[config.mk]
export PLATFORM = sky130hd
export DESIGN_NAME = dir_qualifier
export DESIGN_NICKNAME = d
export VERILOG_FILES = /design/src/rtl/dir_qualifier.sv
export SDC_FILE = /design/constraint.sdc
export NUM_CORES = 1
export LEC_CHECK = 0
export CORE_MARGIN = 4
export CORE_UTILIZATION = 62
export DETAILED_ROUTE_END_ITERATION = 10
export HOLD_SLACK_MARGIN = 0.06
export PLACE_DENSITY_LB_ADDON = 0.25
export SETUP_SLACK_MARGIN = 0.5
export SYNTH_ARGS = -nofsm -noshare
export SYNTH_HDL_FRONTEND = slang
export SYNTH_SLANG_ARGS = --single-unit
export TNS_END_PERCENT = 1
[constraint.sdc]
create_clock -name clk -period 4.3 [get_ports clk]
set_clock_uncertainty 0.05 [all_clocks]
set_input_delay 0.86 -clock clk [delete_from_list [all_inputs] [get_ports clk]]
set_output_delay 0.86 -clock clk [all_outputs]
set_load 0.005 [all_outputs]
[src/rtl/dir_qualifier.sv]
// Joystick direction qualifier: synchronize, debounce and issue one move per deflection over valid/ready.
// Optional auto-repeat of a held direction when DIR_AUTOREPEAT_EN is defined.
module dir_qualifier #(
   parameter int STABLE_CYCLES = 1000000,
   parameter int REPEAT_CYCLES = 50000000
) (
   input  logic       clk,
   input  logic       rst_n,
   input  logic [2:0] dir_raw,
   input  logic       move_ready,
   output logic       move_valid,
   output logic [2:0] move_dir,
   output logic       neutral
);

   localparam int             CW         = $clog2(STABLE_CYCLES);
   localparam logic [CW-1:0]  STABLE_MAX = CW'(STABLE_CYCLES - 1);
   localparam logic [2:0]     DIR_NONE   = 3'd4;

   typedef enum logic [1:0] {
      S_IDLE,
      S_PENDING,
      S_RELEASE
   } state_t;

   if (STABLE_CYCLES < 2) begin : g_bad_stable
      $error("dir_qualifier: STABLE_CYCLES must be at least 2");
   end

   logic [2:0]    r_sync1;
   logic [2:0]    r_sync2;
   logic [2:0]    r_cand;
   logic [CW-1:0] r_cnt;
   state_t        r_state;
   logic          r_valid;
   logic [2:0]    r_dir;
   logic          r_neutral;

   logic [2:0]    w_sync;
   logic          w_qual;

`ifdef DIR_AUTOREPEAT_EN
   localparam int            RW         = $clog2(REPEAT_CYCLES);
   localparam logic [RW-1:0] REPEAT_MAX = RW'(REPEAT_CYCLES - 1);

   if (REPEAT_CYCLES < 2) begin : g_bad_repeat
      $error("dir_qualifier: REPEAT_CYCLES must be at least 2");
   end

   logic [RW-1:0] r_rep;
   logic [2:0]    r_last;
`else
   if (REPEAT_CYCLES < 2) begin : g_bad_repeat
      $error("dir_qualifier: REPEAT_CYCLES must be at least 2");
   end
`endif

   // Codes 5-7 are not real directions; fold them onto "none".
   assign w_sync = (r_sync2 > DIR_NONE) ? DIR_NONE : r_sync2;
   assign w_qual = (r_cnt == STABLE_MAX);

   // NOTE: all state below uses non-blocking assignments so every register samples pre-edge values.
   always_ff @(posedge clk or negedge rst_n) begin
      if (!rst_n) begin
         r_sync1 <= DIR_NONE;
         r_sync2 <= DIR_NONE;
         r_cand  <= DIR_NONE;
         r_cnt   <= '0;
      end else begin
         r_sync1 <= dir_raw;
         r_sync2 <= r_sync1;
         if (w_sync != r_cand) begin
            r_cand <= w_sync;
            r_cnt  <= '0;
         end else if (!w_qual) begin
            r_cnt <= r_cnt + 1'b1;
         end
      end
   end

   always_ff @(posedge clk or negedge rst_n) begin
      if (!rst_n) begin
         r_state   <= S_IDLE;
         r_valid   <= 1'b0;
         r_dir     <= DIR_NONE;
         r_neutral <= 1'b1;
`ifdef DIR_AUTOREPEAT_EN
         r_rep     <= '0;
         r_last    <= DIR_NONE;
`endif
      end else begin
         case (r_state)
            S_IDLE: begin
               if (w_qual && r_cand != DIR_NONE) begin
                  r_state   <= S_PENDING;
                  r_valid   <= 1'b1;
                  r_dir     <= r_cand;
                  r_neutral <= 1'b0;
               end
            end
            S_PENDING: begin
               // Direction is frozen here; only the handshake moves us on.
               if (move_ready) begin
                  r_state <= S_RELEASE;
                  r_valid <= 1'b0;
                  r_dir   <= DIR_NONE;
`ifdef DIR_AUTOREPEAT_EN
                  r_last  <= r_dir;
                  r_rep   <= '0;
`endif
               end
            end
            S_RELEASE: begin
               if (w_qual && r_cand == DIR_NONE) begin
                  r_state   <= S_IDLE;
                  r_neutral <= 1'b1;
`ifdef DIR_AUTOREPEAT_EN
                  r_rep     <= '0;
               end else if (w_qual && r_cand == r_last) begin
                  if (r_rep == REPEAT_MAX) begin
                     r_state <= S_PENDING;
                     r_valid <= 1'b1;
                     r_dir   <= r_last;
                     r_rep   <= '0;
                  end else begin
                     r_rep <= r_rep + 1'b1;
                  end
               end else begin
                  r_rep <= '0;
`endif
               end
            end
            default: begin
               r_state   <= S_IDLE;
               r_valid   <= 1'b0;
               r_dir     <= DIR_NONE;
               r_neutral <= 1'b1;
            end
         endcase
      end
   end

   assign move_valid = r_valid;
   assign move_dir   = r_dir;
   assign neutral    = r_neutral;

endmodule

Word level (Yosys, flattened, before mapping)
Index checks and enable logic that the tools add are counted.
- bits of input ports: 6
- word-level logic and storage cells: 44
- output and inout port bits: 5
- bits in registers: 36
- equality and inequality tests: 10
- $add $sub $neg: 1
- bitwise operators: 2
- reductions and logical operators: 6
- $lt $le $gt $ge: 1
- mux-type cells: 16
- operators with widths (operator ; number):
    2-to-1 mux 20 bit ; 2
    adder 20 x 1 -> 20 bit (second input constant) ; 1
    equality test 20 bit (second input constant) ; 1
    2-to-1 mux 3 bit ; 3
    one-hot mux 3 bit (3 select lines) ; 1
    AND reduction 3 bit ; 3
    2-to-1 mux 2 bit ; 3
    != test 2 bit (second input constant) ; 3
    one-hot mux 1 bit (3 select lines) ; 2
    one-hot mux 2 bit (3 select lines) ; 1
    2-to-1 mux 1 bit ; 4
    equality test 3 bit (second input constant) ; 1
    greater-than comparator 3 bit (second input constant) ; 1
    != test 3 bit ; 1
    != test 3 bit (second input constant) ; 1
    equality test 2 x 1 -> 1 bit (second input constant) ; 1
    equality test 2 bit (second input constant) ; 1
    logical AND 1 bit ; 2
    zero test 2 bit ; 1
    != test 2 x 1 -> 1 bit (second input constant) ; 1
    inverter 1 bit ; 2

Depth between registers and ports, before layout
Gate-level depths: netlist (run 1).
- word-level depth: 4
- gate-level depth with buffers: 5
- mapped depth without buffers: 5

Worst setup path before layout (run 1)
Ideal clock, no wire load.
- kind: register to register
- start point: register r_cnt[12]
- end point: register r_dir[2], in the netlist move_dir[2]
- stages on the path, launching flop included: 5
- required time: 4165 ps
- library setup time: 85 ps
- arrival time: 1996 ps
- path slack: 2169 ps
- period minus slack after synthesis: 2131 ps
- buffers on the path: 0
- path through: dfrtp_1 or4_4 or4_4 nor3_4 mux2_1
- longest elaborated chain between the ends: 4
- RTL lines (what ; RTL line ; text):
    start: declaration ; 33 ; logic [CW-1:0] r_cnt;
    start signal: assignment ; 76 ; r_cnt <= r_cnt + 1'b1;
    equality test 20 bit ; 60 ; assign w_qual = (r_cnt == STABLE_MAX);
    logical AND 1 bit ; 94 ; if (w_qual && r_cand != DIR_NONE) begin
    != test 2 bit (no source line) ; n/a ;
    AND reduction 3 bit (no source line) ; n/a ;
    end signal: assignment ; 97 ; r_dir <= r_cand;
    end: declaration ; 36 ; logic [2:0] r_dir;
No other way between the ends.
A chain may end at the register's enable or synchronous reset.

Worst setup path after layout (run 1)
- start point: register r_cnt[0]
- end point: register r_dir[2], in the netlist move_dir[2]
The elaborated chain is that of the path after synthesis.

==> results of run 1 <==
==> worst max-delay path: cells and delay by family (launching register included) <==
| kind | cells | cell delay [ns] |
|---|---|---|
| AND/OR/NAND/NOR | 3 | 1.17 |
| multiplexers | 1 | 0.37 |
| flip-flops | 1 | 0.43 |
| adder cells (fa/ha/maj) | 1 | 0.24 |
==> synth_stat cells <==
cell      count  area (µm²)
nor2_1       15       56.30
nor4bb_1      1       10.01
a211oi_1      3       22.52
clkbuf_1      4       15.01
a21oi_1       9       45.04
or4_4         2       22.52
xor2_1        1       8.760
a31o_2        1       8.760
nand2_1       9       33.78
nand4_1       4       25.02
xnor2_1       9       78.83
a32oi_1       1       8.760
nor3_4        1       16.27
ha_1          1       12.51
a31oi_1       2       12.51
nor3b_1       2       15.01
inv_1         5       18.77
o21a_1        1       7.510
nand3_1       8       40.04
and4_1        3       26.28
nor3_1        5       25.02
nor4_2        1       12.51
mux2i_1       2       20.02
dfstp_2       5       131.4
mux2_1        1       11.26
mux2_2        3       33.78
nor4_1        4       25.02
nor2b_1       5       31.28
o21bai_1      1       7.510
o31ai_1       3       22.52
or4_1         4       30.03
dfrtp_1      31       775.7
a21boi_0      1       7.510
nand2b_1      2       12.51
or3_1         5       31.28
o21ai_0       4       20.02
==> sequential cells by signal (all words and copies together) (netlist names) <==
signal	flops
move_valid	1
r_sync2	3
r_state	2
r_sync1	3
move_dir	3
r_cand	3
r_cnt	20
neutral	1
==> layer usage <==
metal | track usage | vias to the layer above
met5 | 0 | -
met4 | 0.09177 | 0
met3 | 0.07127 | 13
met2 | 0.3596 | 40
met1 | 0.2785 | 619
li1 | - | 610
==> area by class of cell <==
type                            count  area, µm²
Tap cell                           30      37.54
Sequential cell                    36      907.1
Multi-Input combinational cell    114      740.7
Inverter                            5      18.77
Fill cell                         179      623.1
Clock buffer                        5      37.54
Timing Repair Buffer               12      115.1
Clock inverter                      3      42.54
==> power by group through the flow <==
stage,sequential (mW),combinational (mW),clock [mW]
2_1_floorplan,0.358,0.0148,0
4_1_cts,0.354,0.0319,0.241
3_3_place_gp,0.359,0.0296,0
6_report,0.354,0.0310,0.237
5_1_grt,0.355,0.0346,0.260
3_5_place_dp,0.360,0.0318,0
==> path summary, 6_finish.rpt <==
check,from,to,slack (ns),cells after the start
worst min-delay path,r_sync1[0],r_sync2[0],0.31,0
max in group asynchronous,rst_n,r_sync1[2],2.99,2
worst max-delay path,r_cnt[0],move_dir[2],1.96,5
min in group asynchronous,rst_n,r_cnt[17],0.86,2
worst max register to register,r_cnt[0],move_dir[2],1.96,5
worst min register to register,r_sync1[0],r_sync2[0],0.31,0
==> metrics by stage <==
| stage | area, µm² | worst slack, ns | std cells | hold slack [ns] |
|---|---|---|---|---|
| floorplan | 1682 | 2.169 | 159 | 0.2812 |
| global placement | 1819 | 2.114 | 197 | 0.2815 |
| detailed placement | 1819 | 1.987 | 197 | 0.2918 |
| CTS | 1899 | 1.958 | 205 | 0.3178 |
| global route | 1899 | 1.811 | 205 | 0.3218 |
| finish | 1899 | 1.960 | 205 | 0.3119 |
==> cells in the final DEF, fill, tap and decap left out, drive strengths merged, types with 5 or more instances in the layout <==
cell / count
or3: 5
clkdlybuf4s50: 10
dfstp: 5
nand3: 8
dfrtp: 31
nand2: 9
nor2: 15
xnor2: 9
nor3: 6
nor2b: 5
nor4: 5
clkbuf: 5
inv: 5
a21oi: 9
or4: 6
==> kinds of logic (layout without fill, tap and decap cells) <==
family / Yosys count / count (layout) / share of synthesized area
flops: 36 / 36 / 0.5394
buf+inv: 9 / 25 / 0.02009
mux: 6 / 6 / 0.03869
simple gates: 71 / 71 / 0.2455
xor+xnor: 10 / 10 / 0.05209
compound gates: 26 / 26 / 0.09673
fa+ha+maj: 1 / 1 / 0.007439
==> results by group, run 1 <==
Outcome
  – Status: finished, final reports clean

Die
  – Starting Density: 0.6667
  – Die area: 3610 µm²
  – Row count: 18
  – Core area: 2522 µm²
  – I/O pin count: 11
  – Die height: roughly 60 µm
  – Die Wd: 60.08 µm

STA
  – Unrepaired setup endpoints after global routing: false
  – Fin crit share: 0.5442
  – Pins Over Slew Limit: 0
  – Final setup TNS: 0 ns
  – Hold Fails Final Rpt: 0
  – Max Clk Rate: 427.4 MHz
  – Worst-margin pin slew: roughly 0.64 ns
  – Period minus WS final: 2.340 ns
  – Final Setup Violations: 0
  – Slew HR: 0.5667

Power and ir drop
  – Psw: 0.1403 mW
  – Power Dens Cells: roughly 330 nW/µm²
  – Worst IR drop on VDD: approximately 0.00045 V
  – Pwr Total: 0.6220 mW
  – Static leakage: 0.7225 nW
  – Combinational share of power: 0.050
  – Sw frac: 0.2255
  – Seq pwr share: 0.569
  – Clock power frac: 0.381
  – Int Power: around 0.48 mW

Critical path
  – Crit path kind: flop to flop
  – CP Max Fanout: 9
  – Required time of the critical path: 4.53 ns
  – Crit-path cells: ha_1 > nand3_1 > or4_4 > nor3_4 > mux2_1
  – CP startpoint kind: flop
  – Crit-path slowest cell: or4_4
  – CP peak stage delay: 0.60 ns
  – Data arrival, critical path: 2.57 ns
  – CP Capture Type: flop

Synth
  – Synthesized flop and latch total: 36
  – Ys Warns: 0
  – Cell variety after synth: 36
  – Cells after Synth: 159
  – Syn Area/Cell: approximately 11 µm²
  – Sequential fraction of the synthesis area: 0.5394
  – Net count after synthesis: 166
  – Cell Area, Synth: 1682 µm²

Global routing
  – Initial antenna violation count: 0
  – Aggregate global-route resource usage: 0.2240
  – Largest net degree at the start of global routing: 37
  – First-pass GRT wire length: 5892 µm
  – Total gr overflow: 0
  – Vias in the first global route: 1292

Routing
  – M1 wire length: 1423 µm
  – Top layer in use: met4
  – WL/cell: about 16 µm
  – Metal3 WL: 174 µm
  – DR pass1 iterations: 5
  – Final ANT Viol Nets: 0
  – Number of remaining DRC errors: 0
  – Post-DR vias/cell: 6.254
  – Met2 wire len: 1603 µm
  – Vias: 1282
  – Detailed Route WL: roughly 3300 µm
  – DRT iter0 DRCs: 82

CTS
  – Setup Buffers After CTS: 0
  – Total CTS buffers: 5
  – Clk sinks: 36
  – Clock Latency Late Sink: 0.35 ns
  – CTS tree: done
  – Clock Pin Slew Worst Setup and Hold Paths: roughly 0.11 ns
  – Resize count post-CTS: 0
  – Cts hold-fix bufs: 0
  – Clk root buf: clkbuf_4
  – Clock Path Buffers: 2
  – H-tree levels: 2

Hold path
  – Hold WC Path Type: flop to flop

Layout
  – Final nets: 181
  – Synthesis-to-finish area growth: 12.95%
  – Ant diodes: 0
  – Post-layout util: 0.7530
  – Share of layout cells above drive strength 1: 0.1314

Placed design
  – Final GP Congestion: 0.8366
  – Port bufs: 10
  – Post-DP HPWL: 2404 µm

Flow run
  – Max-cap viol count: 0
Note: power is estimated with default switching activity, not from simulation.
==> run 2, diff against run 1 <==
--- a/config.mk
+++ b/config.mk
@@ -6,7 +6,7 @@
 export NUM_CORES = 1
 export LEC_CHECK = 0
 export CORE_MARGIN = 4
-export CORE_UTILIZATION = 62
+export CORE_UTILIZATION = 57
 export DETAILED_ROUTE_END_ITERATION = 10
 export HOLD_SLACK_MARGIN = 0.06
 export PLACE_DENSITY_LB_ADDON = 0.25
==> constraint.sdc (replaced) <==
create_clock -name clk -period 2.2 [get_ports clk]
set_clock_uncertainty 0.05 [all_clocks]
set_input_delay 0.44 -clock clk [delete_from_list [all_inputs] [get_ports clk]]
set_output_delay 0.44 -clock clk [all_outputs]
set_load 0.005 [all_outputs]
==> results by group, run 2 (synthesized netlist as in run 1, its figures left out) <==
Outcome
  – Status: finished, final reports clean

STA
  – Max Clk Rate: 481.6 MHz (+13%)
  – Final Setup Violations: 0 (unchanged)
  – Final setup TNS: 0 ns (unchanged)
  – Pins Over Slew Limit: 0 (unchanged)
  – Slew HR: 0.7024 (+0.1357)
  – Worst-margin pin slew: 0.4455 ns (-0.1991 ns)
  – Hold Slack: 0.3116 ns (-0.0002780 ns)
  – Fin crit share: 0.9438 (+0.3996)
  – Period minus WS final: 2.076 ns (-0.2636 ns)
  – Unrepaired setup endpoints after global routing: true
  – Hold Fails Final Rpt: 0 (unchanged)

Critical path
  – CP Capture Type: flop
  – Crit-path cells: or4_4 > or4_4 > or4_1 > a21oi_1
  – Crit path kind: flop to flop
  – CP peak stage delay: 0.55 ns (-0.05 ns)
  – CP most frequent cell: or4_4
  – Data arrival, critical path: 2.31 ns (-0.26 ns)
  – CP Max Fanout: 4 (-5)
  – Critical path's top delay family: simple AND/OR/NAND/NOR gates
  – Worst path buffer plus inverter count: 0 (unchanged)
  – CP startpoint kind: flop
  – Required time of the critical path: 2.43 ns (-2.10 ns)
  – Crit-path slowest cell: or4_4

Power and ir drop
  – Pwr Total: 1.452 mW (+130%)
  – Power Dens Cells: 710.5 nW/µm² (+120%)
  – Clock power frac: 0.478 (+0.097)
  – Psw: 0.2744 mW (+96%)
  – Combinational share of power: 0.047 (-0.003)
  – Seq pwr share: 0.476 (-0.093)
  – Sw frac: 0.1890 (-0.03651)
  – Worst IR drop on VDD: 0.0006817 V (+53%)
  – Static leakage: 0.8013 nW (+11%)
  – Int Power: 1.177 mW (+140%)

Layout
  – Biggest register: r_cnt
  – Most common cell after layout, fill and taps aside: dfrtp_1
  – Synthesis-to-finish area growth: 21.50%
  – Post-layout util: 0.7346 (-0.01838)
  – Final instance area: 2043 µm² (+7.6%)
  – Number of flip-flops in the largest register: 20 (unchanged)
  – Share of layout cells above drive strength 1: 0.2043 (+0.07287)
  – Final nets: 192 (+6.1%)
  – Ant diodes: 0 (unchanged)
  – # fillers: 180 (+0.56%)
  – Commonest cells after routing, fill and taps aside: dfrtp_1, nor2_1, buf_4

CTS
  – Total CTS buffers: 5 (unchanged)
  – Clk sinks: 36 (unchanged)
  – Clk root buf: clkbuf_4
  – Clock Latency Late Sink: 0.35 ns (about the same)
  – Clock Path Buffers: 2 (unchanged)
  – Clock Pin Slew Worst Setup and Hold Paths: 0.11 ns (about the same)
  – H-tree levels: 2 (unchanged)
  – CTS tree: done

Die
  – Starting Density: 0.6046 (-0.06208)
  – Die area: 3883 µm² (+7.6%)
  – Die height: 62.32 µm (+3.7%)
  – Row count: 19 (+1)
  – Die Wd: 62.32 µm (+3.7%)
  – I/O pin count: 11 (unchanged)
  – Core area: 2781 µm² (+10%)

Global routing
  – Vias in the first global route: 1297 (+0.39%)
  – Initial antenna violation count: 0 (unchanged)
  – Aggregate global-route resource usage: 0.1966 (-0.02734)
  – Largest net degree at the start of global routing: 37 (unchanged)
  – First-pass GRT wire length: 6003 µm (+1.9%)
  – Total gr overflow: 0 (unchanged)

Placed design
  – Port bufs: 10 (unchanged)
  – DP Area: 1877 µm² (+3.2%)
  – Final GP Congestion: 0.8836 (+5.6%)
  – Post-DP HPWL: 2212 µm (-8.0%)

Routing
  – DR pass1 iterations: 4 (-1)
  – WL/cell: 15.59 µm (-2.9%)
  – Final ANT Viol Nets: 0 (unchanged)
  – Detailed Route WL: 3384 µm (+2.8%)
  – Vias: 1311 (+2.3%)
  – Post-DR vias/cell: 6.041 (-3.4%)
  – Number of remaining DRC errors: 0 (unchanged)
  – DRT iter0 DRCs: 143 (+74%)

Hold path
  – Hold WC Path Type: flop to flop

Flow run
  – Max-cap viol count: 0 (unchanged)
==> run 2: changes by cell type in the layout (fill, tap and decap cells not counted), sizes merged <==
| cell | previous run | this run |
|---|---|---|
| buf | 2 | 13 |
| bufinv | 1 | 3 |
| clkinv | 1 | 0 |
| clkinvlp | 1 | 0 |
==> run 2: stage by stage <==
step	instances	worst slack, ns
5_1_grt	217	0.05380
3_3_place_gp	205	0.1682
2_1_floorplan	159	0.1288
4_1_cts	214	0.1372
3_5_place_dp	205	0.1440
6_report	217	0.1236
==> run 2: layout make-up <==
type,instances,area [µm²],share of cell area
sequential,36,908.4,0.4446
clock inverter,3,90.09,0.04409
inverter,5,18.77,0.009186
multi-input combinational,114,752.0,0.3680
clock buffer,5,37.54,0.01837
tap,31,38.79,0.01898
timing repair buffer,23,197.7,0.09675
==> run 2: power groups by stage <==
| stage | clock network (mW) | registers [mW] | logic (mW) |
|---|---|---|---|
| finish | 0.694 | 0.691 | 0.0676 |
| global route | 0.749 | 0.694 | 0.0758 |
| CTS | 0.708 | 0.692 | 0.0626 |
| detailed placement | 0 | 0.703 | 0.0617 |
| global placement | 0 | 0.702 | 0.0600 |
| floorplan | 0 | 0.700 | 0.0301 |
==> run 2: what timing repair did <==
action	4_1_cts	5_1_grt
gates resized for setup	2	1
cloned	0	0
setup buffers	1	3
setup endpoints to repair	24	27
hold buffers	0	0
pin swaps	0	0
==> run 2: final timing paths <==
check	start	to	slack [ns]	cells after the start
max	r_cnt[12]	r_state[0]	0.12	4
min	r_sync1[2]	r_sync2[2]	0.31	0
max reg2reg	r_cnt[12]	r_state[0]	0.12	4
min reg2reg	r_sync1[2]	r_sync2[2]	0.31	0
max in group asynchronous	rst_n	r_sync1[2]	1.32	2
min in group asynchronous	rst_n	r_cnt[17]	0.43	2
==> run 2: per-layer routing <==
layer  GRT usage  vias to the layer above  routed length [µm]
li1            -                      632                   -
met1      0.2453                      626                1402
met2      0.3109                       46                1689
met3     0.04865                        7                 215
met4      0.1088                        0                  77
met5           0                        -                   0
